### src/rtl/shared_data_bus_pkg.sv
// Shared types and constants for the shared data bus arbiter.
//   MAX_PORTS   : largest supported requester count
//   port_idx_t  : requester index, wide enough for MAX_PORTS
//   arb_state_t : lock FSM state (used when ARBITER_LOCK_EN is defined)
//   next_index  : round-robin successor of a port index
package shared_data_bus_pkg;

  localparam int unsigned MAX_PORTS  = 8;
  localparam int unsigned PORT_IDX_W = $clog2(MAX_PORTS);

  typedef logic [PORT_IDX_W-1:0] port_idx_t;

  typedef enum logic {
    ARB_IDLE   = 1'b0,
    ARB_LOCKED = 1'b1
  } arb_state_t;

  // (idx + 1) mod num_ports
  function automatic port_idx_t next_index(input port_idx_t idx, input int unsigned num_ports);
    if (32'(idx) + 32'd1 >= num_ports) begin
      return '0;
    end
    return idx + port_idx_t'(1);
  endfunction

endpackage

### src/rtl/rr_priority_picker.sv
// Combinational rotating-priority picker.
// Ports:
//   req_i         : request vector
//   mask_i        : eligibility mask (all ones for plain round robin)
//   start_i       : index searched first; the search wraps modulo NUM_PORTS
//   grant_o       : one-hot grant, zero when nothing eligible
//   grant_idx_o   : index of the granted request
//   grant_valid_o : some request was granted
module rr_priority_picker
  import shared_data_bus_pkg::*;
#(
  parameter int unsigned NUM_PORTS = 2
) (
  input  logic [NUM_PORTS-1:0] req_i,
  input  logic [NUM_PORTS-1:0] mask_i,
  input  port_idx_t            start_i,
  output logic [NUM_PORTS-1:0] grant_o,
  output port_idx_t            grant_idx_o,
  output logic                 grant_valid_o
);

  logic [NUM_PORTS-1:0]   avail;
  logic [2*NUM_PORTS-1:0] rot;
  int unsigned            sum;

  always_comb begin
    avail         = req_i & mask_i;
    // Doubling the vector lets a plain shift implement the wrap-around search.
    rot           = {avail, avail} >> start_i;
    sum           = 0;
    grant_idx_o   = '0;
    grant_valid_o = 1'b0;
    grant_o       = '0;
    for (int unsigned i = 0; i < NUM_PORTS; i++) begin
      if (!grant_valid_o && rot[i]) begin
        sum = 32'(start_i) + i;
        if (sum >= NUM_PORTS) begin
          sum = sum - NUM_PORTS;
        end
        grant_idx_o   = port_idx_t'(sum);
        grant_valid_o = 1'b1;
      end
    end
    for (int unsigned i = 0; i < NUM_PORTS; i++) begin
      grant_o[i] = grant_valid_o && (grant_idx_o == port_idx_t'(i));
    end
  end

endmodule

### src/rtl/shared_data_bus_arbiter.sv
// Round-robin arbiter letting NUM_PORTS requesters share one data memory bus.
// A granted port drives the bus in the same cycle; read data is registered and
// returned with a one-cycle rsp_valid pulse to the port that issued the read.
// Optional feature: define ARBITER_LOCK_EN to honour req_lock (bus locking for
// atomic sequences, released by an unlocking transfer or LOCK_TIMEOUT idle cycles).
// Ports:
//   clock, reset (async, active-low)
//   req_*       : per-port request buses, port i at slice [i*W +: W]
//   req_ready   : one-hot grant (combinational)
//   rsp_valid   : per-port read response pulse; rsp_read_data shared
//   bus_*       : memory side; bus_read_data is combinational from memory
module shared_data_bus_arbiter
  import shared_data_bus_pkg::*;
#(
  parameter int unsigned NUM_PORTS    = 2,
  parameter int unsigned ADDR_WIDTH   = 32,
  parameter int unsigned DATA_WIDTH   = 32,
  parameter int unsigned LOCK_TIMEOUT = 16
) (
  input  logic                              clock,
  input  logic                              reset,
  input  logic [NUM_PORTS-1:0]              req_valid,
  output logic [NUM_PORTS-1:0]              req_ready,
  input  logic [NUM_PORTS-1:0]              req_write,
  input  logic [NUM_PORTS-1:0]              req_lock,
  input  logic [NUM_PORTS*ADDR_WIDTH-1:0]   req_address,
  input  logic [NUM_PORTS*DATA_WIDTH-1:0]   req_write_data,
  input  logic [NUM_PORTS*DATA_WIDTH/8-1:0] req_byte_enable,
  output logic [NUM_PORTS-1:0]              rsp_valid,
  output logic [DATA_WIDTH-1:0]             rsp_read_data,
  output logic [ADDR_WIDTH-1:0]             bus_address,
  output logic [DATA_WIDTH-1:0]             bus_write_data,
  output logic [DATA_WIDTH/8-1:0]           bus_byte_enable,
  output logic                              bus_read_enable,
  output logic                              bus_write_enable,
  input  logic [DATA_WIDTH-1:0]             bus_read_data
);

  localparam int unsigned BE_WIDTH = DATA_WIDTH / 8;

  port_idx_t             last_grant_q, last_grant_d;
  logic [NUM_PORTS-1:0]  rsp_valid_q, rsp_valid_d;
  logic [DATA_WIDTH-1:0] rsp_read_data_q, rsp_read_data_d;

  port_idx_t            start_idx;
  logic [NUM_PORTS-1:0] pick_mask;
  logic [NUM_PORTS-1:0] pick_grant;
  port_idx_t            pick_idx;
  logic                 pick_valid;
  logic [NUM_PORTS-1:0] grant;
  logic                 grant_valid;
  logic                 grant_write;

  assign start_idx = next_index(last_grant_q, NUM_PORTS);

  rr_priority_picker #(
    .NUM_PORTS(NUM_PORTS)
  ) u_picker (
    .req_i        (req_valid),
    .mask_i       (pick_mask),
    .start_i      (start_idx),
    .grant_o      (pick_grant),
    .grant_idx_o  (pick_idx),
    .grant_valid_o(pick_valid)
  );

  // Nothing is granted while reset is held low.
  assign grant       = reset ? pick_grant : '0;
  assign grant_valid = reset & pick_valid;
  assign req_ready   = grant;

  always_comb begin
    bus_address     = '0;
    bus_write_data  = '0;
    bus_byte_enable = '0;
    grant_write     = 1'b0;
    for (int unsigned i = 0; i < NUM_PORTS; i++) begin
      if (grant[i]) begin
        bus_address     = req_address[i*ADDR_WIDTH +: ADDR_WIDTH];
        bus_write_data  = req_write_data[i*DATA_WIDTH +: DATA_WIDTH];
        bus_byte_enable = req_byte_enable[i*BE_WIDTH +: BE_WIDTH];
        grant_write     = req_write[i];
      end
    end
  end

  assign bus_read_enable  = grant_valid & ~grant_write;
  assign bus_write_enable = grant_valid & grant_write;

  always_comb begin
    last_grant_d    = grant_valid ? pick_idx : last_grant_q;
    rsp_valid_d     = '0;
    rsp_read_data_d = rsp_read_data_q;
    if (grant_valid && !grant_write) begin
      rsp_valid_d     = grant;
      rsp_read_data_d = bus_read_data;
    end
  end

  always_ff @(posedge clock or negedge reset) begin
    if (!reset) begin
      last_grant_q    <= port_idx_t'(NUM_PORTS - 1);
      rsp_valid_q     <= '0;
      rsp_read_data_q <= '0;
    end else begin
      last_grant_q    <= last_grant_d;
      rsp_valid_q     <= rsp_valid_d;
      rsp_read_data_q <= rsp_read_data_d;
    end
  end

  assign rsp_valid     = rsp_valid_q;
  assign rsp_read_data = rsp_read_data_q;

`ifdef ARBITER_LOCK_EN
  localparam int unsigned CNT_W = $clog2(LOCK_TIMEOUT + 1);

  arb_state_t           state_q, state_d;
  port_idx_t            owner_q, owner_d;
  logic [CNT_W-1:0]     idle_cnt_q, idle_cnt_d;
  logic [NUM_PORTS-1:0] owner_onehot;
  logic                 owner_valid;
  logic                 grant_lock;

  always_comb begin
    for (int unsigned i = 0; i < NUM_PORTS; i++) begin
      owner_onehot[i] = (owner_q == port_idx_t'(i));
    end
  end

  assign owner_valid = |(req_valid & owner_onehot);
  assign grant_lock  = |(grant & req_lock);
  assign pick_mask   = (state_q == ARB_LOCKED) ? owner_onehot : '1;

  always_comb begin
    state_d    = state_q;
    owner_d    = owner_q;
    idle_cnt_d = idle_cnt_q;
    unique case (state_q)
      ARB_IDLE: begin
        if (grant_valid && grant_lock) begin
          state_d    = ARB_LOCKED;
          owner_d    = pick_idx;
          idle_cnt_d = '0;
        end
      end
      ARB_LOCKED: begin
        // Only the owner can be granted here, so grant_valid means an owner transfer.
        if (grant_valid && !grant_lock) begin
          state_d    = ARB_IDLE;
          idle_cnt_d = '0;
        end else if (owner_valid) begin
          idle_cnt_d = '0;
        end else if (32'(idle_cnt_q) + 32'd1 >= LOCK_TIMEOUT) begin
          // This cycle is the LOCK_TIMEOUT-th idle one: free the bus from the next cycle.
          state_d    = ARB_IDLE;
          idle_cnt_d = '0;
        end else begin
          idle_cnt_d = idle_cnt_q + CNT_W'(1);
        end
      end
      default: state_d = ARB_IDLE;
    endcase
  end

  always_ff @(posedge clock or negedge reset) begin
    if (!reset) begin
      state_q    <= ARB_IDLE;
      owner_q    <= '0;
      idle_cnt_q <= '0;
    end else begin
      state_q    <= state_d;
      owner_q    <= owner_d;
      idle_cnt_q <= idle_cnt_d;
    end
  end
`else
  // Pure round robin: req_lock and LOCK_TIMEOUT are intentionally ignored.
  localparam int unsigned unused_lock_timeout = LOCK_TIMEOUT;
  logic unused_lock;

  assign unused_lock = ^req_lock;
  assign pick_mask   = '1;
`endif

endmodule

### config.mk
export PLATFORM = sky130hd
export DESIGN_NAME = shared_data_bus_arbiter
export DESIGN_NICKNAME = d
export VERILOG_FILES = /design/src/rtl/shared_data_bus_pkg.sv /design/src/rtl/rr_priority_picker.sv /design/src/rtl/shared_data_bus_arbiter.sv
export SDC_FILE = /design/constraint.sdc
export NUM_CORES = 1
export LEC_CHECK = 0
export ABC_AREA = 1
export ABC_CLOCK_PERIOD_IN_PS = 2500
export CAP_MARGIN = 20
export CORE_AREA = 2 2 109 111
export DETAILED_ROUTE_END_ITERATION = 8
export DIE_AREA = 0 0 111 113
export PLACE_DENSITY = 0.69
export SLEW_MARGIN = 10
export SYNTH_ARGS = -nofsm -noshare
export SYNTH_HDL_FRONTEND = slang
export SYNTH_SLANG_ARGS = --single-unit
### constraint.sdc
create_clock -name clock -period 2.5 [get_ports clock]
set_input_delay 0.5 -clock clock [delete_from_list [all_inputs] [get_ports clock]]
set_output_delay 0.5 -clock clock [all_outputs]
set_load 0.02 [all_outputs]
==> flow_metrics.py, run 1 <==
metrics = {
    "outcome": {
        "status": "finished, violations left",
        "violations": "negative setup slack",
    },
    "logic_synthesis": {
        "yosysMostFrequentCell": "nand2_1",
        "ys.flop_type": "dfrtp_1",
        "synth.cell_area_sq_um": 2460,
        "yosysTopAreaCell": "dfrtp_1",
        "synth_top_cell_area_share_pct": 36.6,
        "async_flop_share_pct": 100,
        "synth.area.top_cells": "dfrtp_1 37%, a22o_1 24%, nand2_1 12%",
        "ys_seq_elements": 37,
        "ys_warn_count": 0,
        "ys_seq_area_share_pct": 37.7,
        "synth_edf_count": 0,
        "synth_cells": 287,
        "ys_top_cells_by_count": "77 x nand2_1, 68 x a22o_1, 36 x dfrtp_1",
        "synthDistinctLibCells": 28,
        "syn_avg_cell_area_sq_um": 8.57,
    },
    "layout": {
        "area_growth_pct": 172,
        "final_util_pct": 59.4,
        "diodes": 0,
        "nets": 794,
        "drive_gt1_share_pct": 29.2,
    },
    "clocking": {
        "worstSkewPairLatency_ns": 0.28,
        "root_buffer": "clkbuf_16",
        "cts_sinks": 37,
        "ctsHoldBuffers": 0,
        "clock_path_buffers": 2,
        "clk_pin_slew_ns": 0.06,
        "cts_buffers": 5,
        "htreeDepth": 2,
        "cts_tree": "done",
    },
    "routing": {
        "ant_nets": 0,
        "dr.pass1.iters": 4,
        "drc": 0,
        "drt-initial-drc-count": 175,
        "vias_per_cell": 4.82,
        "drt_wl_total_mm": 15.1,
        "dr_total_vias": 3640,
        "post_drt_wl_per_cell_um": 20.0,
    },
    "setup_path": {
        "r2r_start": "last_grant_q[0]$_DFFE_PN1P_",
        "r2r_cells": 21,
        "crit_required_ns": 2.00,
        "arrival_ns": 2.83,
        "path_class": "reg -> out",
        "cp-start-kind": "register",
        "timing.rr.end": "rsp_read_data[7]$_DFFE_PN0P_",
        "endpoint_kind": "output pin",
        "critical_path.endpoint": "bus_write_data[4]",
        "cp_max_fo": 6,
        "critPathLaunch": "last_grant_q[0]$_DFFE_PN1P_",
        "reg2reg_setup_slack_ns": -0.58,
    },
    "global_route": {
        "antenna_found_initial": 0,
        "grt_remaining_overflow": 0,
        "grt_pass1_vias": 3609,
        "grt_max_degree": 38,
        "grt_pass1_wl_mm": 21.0,
        "track_usage_pct": 21.2,
    },
    "floorplan": {
        "start_util_pct": 21.8,
        "io_pins": 282,
        "core_area_sq_um": 11300,
        "die_area_sq_um": 12500,
        "num_rows": 39,
        "dieWidth_um": 111,
        "die_h_um": 113,
    },
    "pwr": {
        "power_density_nw_per_um2": 554,
        "peakVddDrop_uv": 466,
        "leakagePower_nw": 3.06,
    },
    "sta": {
        "setup_ws_ns": -0.828,
        "finalCritPeriodShare_pct": 133,
        "hold_viol": 0,
        "rsz0062_at_grt": "true",
        "maxSlewViolCount": 0,
        "setup_viol": 106,
        "period_needed_ns": 3.33,
        "max_freq_ghz": 0.300,
        "fin_skew_ns": 0.00344,
    },
    "placement": {
        "pre_cts_ws_ns": -1.02,
        "dp_hpwl_mm": 10.1,
        "io_buffers": 279,
        "globalplace.congestion": 0.854,
    },
    "flow_run": {
        "drv_cap": 0,
    },
    "min_path": {
        "hp-class": "in -> async",
    },
}
routing by layer:
| metal | up-vias | track usage, % | part of all wire [%] |
|---|---|---|---|
| met5 | - | 0 | 0 |
| met4 | 0 | 6.00 | 2.3 |
| met3 | 25 | 4.66 | 6.2 |
| met2 | 158 | 37.3 | 52 |
| met1 | 1756 | 26.2 | 40 |
| li1 | 1701 | - | - |
worst min-delay path by stage:
stage          cells past startpoint                             to
3_5_place_dp                       2  rsp_read_data[31]$_DFFE_PN0P_
2_1_floorplan                      0    last_grant_q[1]$_DFFE_PN0P_
6_report                           2  rsp_read_data[29]$_DFFE_PN0P_
5_1_grt                            2  rsp_read_data[29]$_DFFE_PN0P_
3_3_place_gp                       2  rsp_read_data[31]$_DFFE_PN0P_
4_1_cts                            2  rsp_read_data[22]$_DFFE_PN0P_
report_power, final:
| group | internal [mW] | total [mW] | switching [mW] |
|---|---|---|---|
| Combinational | 1.28 | 2.32 | 1.04 |
| Sequential | 0.710 | 0.782 | 0.0716 |
| Clock | 0.366 | 0.603 | 0.237 |
per-stage QoR:
stage / instance area, sq um / total power [mW] / TNS [ns] / hold slack, ns / instances
after floorplan: 2620 / 1.64 / -19.70 / 0.204 / 292
after global placement: 5610 / 2.54 / -72.55 / 0.454 / 704
after detailed placement: 5610 / 2.57 / -81.54 / 0.458 / 704
after CTS: 6280 / 3.47 / -66.52 / 0.319 / 736
after global routing: 6690 / 3.88 / -84.14 / 0.351 / 755
final: 6690 / 3.71 / -70.90 / 0.307 / 755
cell type report:
type	instances	area (sq um)
well taps	143	179
clock inverters	2	10.0
repair buffers	338	3800
inverters	11	46.3
fillers	921	4580
clock buffers	6	129
multi-input cells	218	1600
flip-flops and latches	37	927
placed cells by master, fill, tap and decap left out, drive strengths merged:
cell           synthesis  layout
clkdlybuf4s50          0     206
buf                   18     123
nand2                 82      82
a22o                  68      68
dfrtp                 36      36
nand4                 34      34
clkbuf                 8      14
inv                   10      11
conb                   2       7
nor2                   7       7
ha                     7       7
nand3                  5       5
clkinv                 1       2
a21oi                  2       2
o21ai                  2       2
nor3                   1       1
xor2                   1       1
a31oi                  1       1
o21a                   1       1
bufbuf                 0       1
dfstp                  1       1
critical path: stages, from the launching register on:
cell       delay (ns)
dfstp_2          0.59
ha_4             0.22
nand2_4          0.06
nor2_4           0.05
nand2_4          0.08
ha_4             0.16
inv_4            0.03
nor3_2           0.15
nand2_1          0.09
nand4_1          0.16
nand3_2          0.12
nor2_4           0.21
buf_6            0.17
clkbuf_16        0.15
a22o_1           0.17
buf_6            0.13
what timing repair did:
action / CTS / global route
endpoints found under the hold margin: 0 / 0
setup buffers: 13 / 14
setup endpoints to repair: 106 / 106
gates resized for setup: 438 / 47
gates cloned: 11 / 10
pin swaps: 16 / 37
cell families after synthesis:
logic type | count (synthesis) | synth area share [%]
adders and majority gates | 7 | 3.56
buffers and inverters | 37 | 7.27
and+or+nand+nor | 129 | 25.1
xor gates and xnor gates | 1 | 0.356
DFF | 37 | 37.7
other | 2 | 0.305
AOI/OAI and AO/OA | 74 | 25.7
registers in the layout, indices dropped and copies added, names as in the netlist:
name	cells
rsp_read_data	32
last_grant_q	3
rsp_valid	2
No activity file was read; power rests on OpenSTA's default activity.
==> inputs of run 2 (changes only) <==
--- a/config.mk
+++ b/config.mk
@@ -11,7 +11,7 @@
 export CORE_AREA = 2 2 109 111
 export DETAILED_ROUTE_END_ITERATION = 8
 export DIE_AREA = 0 0 111 113
-export PLACE_DENSITY = 0.69
+export PLACE_DENSITY = 0.75
 export SLEW_MARGIN = 10
 export SYNTH_ARGS = -nofsm -noshare
 export SYNTH_HDL_FRONTEND = slang
==> run 2 against run 1 <==
  * The flow still finishes with violations (negative setup slack)
  * First-iteration DRC count is 12% higher
  * Global-route usage rose by 0.33 points
  * Clock skew rose by 0.00098 ns
  * Die area did not move
  * Sequential share of layout area decreased by 0.17 points
  * Worst setup slack gained 0.060 ns
  * Critical path depth unchanged
  * Critical endpoint is now bus_address[3]
  * Highest routed layer unchanged
==> flow_metrics.py, run 2 (synthesized netlist as in run 1, its figures left out) <==
metrics = {
    "floorplan": {
        "die_h_um": 113,
        "core_area_sq_um": 11300,
        "dieWidth_um": 111,
        "io_pins": 282,
        "die_area_sq_um": 12500,
        "num_rows": 39,
        "start_util_pct": 21.8,
    },
    "pwr": {
        "pwr-share-seq_pct": 21.1,
        "p_sw_share_pct": 36.4,
        "leakagePower_nw": 3.10,
        "pwr-share-comb_pct": 59.9,
        "p_clk_share_pct": 19.0,
        "power_density_nw_per_um2": 567,
        "peakVddDrop_uv": 356,
        "power.internal_mw": 2.44,
        "p_switching_mw": 1.40,
    },
    "clocking": {
        "worstSkewPairLatency_ns": 0.28,
        "root_buffer": "clkbuf_16",
        "ctsHoldBuffers": 0,
        "cts_buffers": 5,
        "htreeDepth": 2,
        "clk_pin_slew_ns": 0.06,
        "clock_path_buffers": 2,
        "cts_sinks": 37,
        "cts_tree": "done",
    },
    "sta": {
        "rsz0062_at_grt": "true",
        "setup_ws_ns": -0.768,
        "whs_ns": 0.291,
        "fin_skew_ns": 0.00442,
        "maxSlewViolCount": 0,
        "setup_viol": 106,
        "period_needed_ns": 3.27,
        "max_freq_ghz": 0.306,
        "hold_viol": 0,
        "finalCritPeriodShare_pct": 131,
    },
    "layout": {
        "final_cell_mix": "206 x clkdlybuf4s50_1, 74 x buf_6, 56 x a22o_1",
        "area_growth_pct": 175,
        "layout_commonest_cell": "clkdlybuf4s50_1",
        "drive_gt1_share_pct": 37.2,
        "stdcell_count": 751,
        "diodes": 0,
        "nets": 790,
        "n_fill_cell": 887,
        "largest_reg_flops": 32,
    },
    "setup_path": {
        "path_class": "reg -> out",
        "cp-start-kind": "register",
        "timing.rr.end": "rsp_read_data[5]$_DFFE_PN0P_",
        "arrival_ns": 2.77,
        "reg2reg_setup_slack_ns": -0.55,
        "crit_required_ns": 2.00,
        "r2r_start": "last_grant_q[0]$_DFFE_PN1P_",
        "cp_max_fo": 7,
        "endpoint_kind": "output pin",
        "critPathLaunch": "last_grant_q[0]$_DFFE_PN1P_",
        "r2r_cells": 20,
    },
    "min_path": {
        "hp-class": "in -> async",
    },
    "routing": {
        "ant_nets": 0,
        "drt_wl_total_mm": 14.9,
        "dr_total_vias": 3655,
        "vias_per_cell": 4.87,
        "drt-initial-drc-count": 196,
        "dr.pass1.iters": 4,
        "drc": 0,
        "post_drt_wl_per_cell_um": 19.8,
    },
    "global_route": {
        "grt_max_degree": 38,
        "track_usage_pct": 21.5,
        "grt_pass1_vias": 3696,
        "grt_remaining_overflow": 0,
        "antenna_found_initial": 0,
        "grt_pass1_wl_mm": 21.4,
    },
    "placement": {
        "pre_cts_ws_ns": -0.962,
        "io_buffers": 279,
        "globalplace.congestion": 0.829,
        "dp_hpwl_mm": 9.99,
        "dpl.cell_count": 708,
    },
    "outcome": {
        "status": "finished, violations left",
        "violations": "negative setup slack",
    },
    "flow_run": {
        "drv_cap": 0,
    },
}
[run 2: power groups by stage]
stage,clock (mW),sequential [mW],combinational [mW]
2_1_floorplan,0,0.897,0.743
4_1_cts,0.742,0.787,2.17
6_report,0.728,0.812,2.30
3_3_place_gp,0,0.782,1.77
5_1_grt,0.772,0.825,2.42
3_5_place_dp,0,0.785,1.80
[run 2: area by class of cell]
type,count,area (sq um),share of cell area (%)
Sequential cell,37,927,13.7
Clock inverter,2,38.8,0.573
Multi-Input combinational cell,218,1800,26.6
Inverter,11,43.8,0.647
Tap cell,143,179,2.64
Timing Repair Buffer,334,3650,53.9
Clock buffer,6,129,1.90
[run 2: worst max path at each step]
stage,cells past startpoint,slack [ns],endpoint
finish,15,-0.77,bus_address[3]
global route,16,-0.91,bus_address[3]
CTS,16,-0.82,bus_write_data[4]
detailed placement,14,-0.96,bus_byte_enable[2]
global placement,15,-0.92,bus_write_data[3]
floorplan,13,-0.30,bus_address[0]
[run 2: what timing repair did]
item | 4_1_cts | 5_1_grt
setup endpoints to repair | 106 | 106
pin swaps | 16 | 39
gates resized for setup | 436 | 90
setup buffers | 23 | 7
cloned | 10 | 6
[run 2: critical path, stage by stage, from the launching register on]
cell	delay, ns
dfstp_2	0.58
ha_4	0.22
nand2_4	0.07
nor2_4	0.04
nand2_4	0.08
ha_4	0.15
inv_2	0.04
nor3_2	0.15
nand2_1	0.08
nand4_1	0.15
nand3_2	0.12
nor2_4	0.18
buf_6	0.17
buf_12	0.13
a22o_1	0.18
buf_6	0.13
[run 2: metrics by stage]
stage	util [%]	TNS, ns	power, mW	instance area, sq um
finish	60.1	-69.15	3.84	6770
global route	60.1	-84.23	4.01	6770
global placement	50.1	-73.64	2.56	5640
floorplan	-	-19.70	1.64	2620
CTS	58.0	-69.08	3.70	6530
detailed placement	50.1	-80.55	2.58	5640
[run 2: layer usage]
metal | track usage [%] | wire length [um] | share of wire, %
met1 | 24.2 | 5380 | 36
met2 | 40.3 | 8180 | 55
met3 | 5.89 | 1020 | 6.8
met4 | 5.42 | 313 | 2.1
met5 | 0 | 0 | 0
==> inputs of run 3 (changes only) <==
--- a/config.mk
+++ b/config.mk
@@ -9,9 +9,11 @@
 export ABC_CLOCK_PERIOD_IN_PS = 2500
 export CAP_MARGIN = 20
 export CORE_AREA = 2 2 109 111
+export CTS_CLUSTER_SIZE = 25
 export DETAILED_ROUTE_END_ITERATION = 8
 export DIE_AREA = 0 0 111 113
 export PLACE_DENSITY = 0.75
+export SKIP_CTS_REPAIR_TIMING = 1
 export SLEW_MARGIN = 10
 export SYNTH_ARGS = -nofsm -noshare
 export SYNTH_HDL_FRONTEND = slang
==> run 3 against run 2 <==
  * The run still ends with negative setup slack left
  * Clock power about the same
  * Clock-buffer cell count unchanged
  * Sequential share of layout area up 0.36 points
  * Highest routed layer unchanged
==> flow_metrics.py, run 3 (synthesized netlist as in run 1, its figures left out) <==
metrics = {
    "outcome": {
        "status": "finished, violations left",
        "violations": "negative setup slack",
    },
    "setup_path": {
        "cpPeakStageDelay_ns": 0.59,
        "cp_max_fo": 6,
        "reg2reg_setup_slack_ns": -0.35,
        "crit_slowest_cell": "dfstp_2",
        "r2r_cells": 20,
        "endpoint_kind": "output pin",
        "arrival_ns": 2.83,
        "crit_chain": "ha_4 -> nand2_4 -> nor2_4 -> nand2_4 -> ha_4 -> inv_2 -> nor3_2 -> nand2_1 -> nand4_1 -> nand3_2 -> nor2_4 -> buf_6 -> buf_8 -> clkbuf_16 -> a22o_1 -> buf_6",
        "cp-start-kind": "register",
        "crit_required_ns": 2.00,
        "path_class": "reg -> out",
    },
    "routing": {
        "dr_total_vias": 3629,
        "drt-initial-drc-count": 187,
        "dr.pass1.iters": 4,
        "ant_nets": 0,
        "vias_per_cell": 4.81,
        "drc": 0,
        "drt_wl_total_mm": 14.3,
        "post_drt_wl_per_cell_um": 19.0,
    },
    "flow_run": {
        "drv_cap": 0,
    },
    "global_route": {
        "grt_pass1_wl_mm": 18.2,
        "grt_remaining_overflow": 0,
        "grt_pass1_vias": 3321,
        "antenna_found_initial": 0,
        "track_usage_pct": 17.9,
        "grt_max_degree": 50,
    },
    "floorplan": {
        "core_area_sq_um": 11300,
        "num_rows": 39,
        "die_area_sq_um": 12500,
        "start_util_pct": 21.8,
        "io_pins": 282,
        "dieWidth_um": 111,
        "die_h_um": 113,
    },
    "sta": {
        "rsz0062_at_grt": "true",
        "setup_viol": 106,
        "period_needed_ns": 3.33,
        "fin_skew_ns": 0.00348,
        "maxSlewViolCount": 0,
        "finalCritPeriodShare_pct": 133,
        "setup_ws_ns": -0.832,
        "max_freq_ghz": 0.300,
        "hold_viol": 0,
    },
    "layout": {
        "final_cell_mix": "206 x clkdlybuf4s50_1, 73 x buf_6, 69 x nand2_1",
        "final_cell_area_sq_um": 6610,
        "drive_gt1_share_pct": 30.4,
        "area_growth_pct": 169,
        "layout_commonest_cell": "clkdlybuf4s50_1",
        "diodes": 0,
        "largest_reg_flops": 32,
        "stdcell_count": 755,
        "nets": 794,
    },
    "pwr": {
        "leakagePower_nw": 3.03,
        "power_mw": 3.70,
        "peakVddDrop_uv": 365,
        "power_density_nw_per_um2": 560,
    },
    "clocking": {
        "cts_sinks": 37,
        "cts_buffers": 5,
        "worstSkewPairLatency_ns": 0.28,
        "htreeDepth": 2,
        "cts_tree": "done",
        "clock_path_buffers": 2,
        "clk_pin_slew_ns": 0.06,
        "root_buffer": "clkbuf_16",
    },
    "placement": {
        "dp_hpwl_mm": 9.99,
        "dpl.cell_count": 708,
        "placed_cell_area_sq_um": 5640,
        "io_buffers": 279,
        "globalplace.congestion": 0.829,
    },
    "min_path": {
        "hp-class": "in -> async",
    },
}
-- run 3: cell types whose count changed in the layout (fill, tap and decap cells not counted), sizes merged --
cell | previous run | this run
buf | 122 | 121
bufbuf | 2 | 0
clkbuf | 10 | 17
-- run 3: per-stage QoR --
step                      utilization [%]  hold slack (ns)  setup WS [ns]  setup TNS (ns)
final                                58.6            0.291         -0.832          -65.16
after global routing                 58.6            0.360         -0.952          -79.59
after CTS                            51.5            0.316          -1.27         -103.05
after detailed placement             50.1            0.462         -0.962          -80.55
after global placement               50.1            0.455         -0.922          -73.64
after floorplan                         -            0.204         -0.300          -19.70
-- run 3: worst paths after layout --
check                                              startpoint                       endpoint
worst max register to register    last_grant_q[0]$_DFFE_PN1P_   rsp_read_data[8]$_DFFE_PN0P_
worst max-delay path              last_grant_q[0]$_DFFE_PN1P_             bus_write_data[17]
worst min-delay path                                    reset  rsp_read_data[26]$_DFFE_PN0P_
max in group asynchronous                               reset    last_grant_q[1]$_DFFE_PN0P_
min in group clock              rsp_read_data[25]$_DFFE_PN0P_  rsp_read_data[25]$_DFFE_PN0P_
worst min register to register  rsp_read_data[25]$_DFFE_PN0P_  rsp_read_data[25]$_DFFE_PN0P_
-- run 3: area by class of cell --
type	instances	area [sq um]
fillers	909	4670
repair buffers	338	3670
multi-input cells	218	1620
flip-flops and latches	37	928
well taps	143	179
clock buffers	6	129
inverters	11	41.3
clock inverters	2	38.8
-- run 3: critical path, delay by kind of cell (launching register included) --
kind	cells	cell delay [ns]
simple gates	8	0.72
buf+inv	5	0.60
flops	1	0.59
fa+ha+maj	2	0.38
compound gates	1	0.26
-- run 3: report_power, final --
group          total (mW)  switching, mW  internal (mW)
sequential          0.787         0.0761          0.711
clock               0.728          0.255          0.473
combinational        2.18          0.989           1.19
total                3.70           1.32           2.38
-- run 3: routing by layer --
metal / vias to the layer above / track usage [%] / part of all wire, %
met3: 18 / 5.09 / 6.1
met5: - / 0 / 0
met1: 1762 / 19.7 / 37
met2: 152 / 34.1 / 55
met4: 0 / 4.42 / 1.7
li1: 1697 / - / -
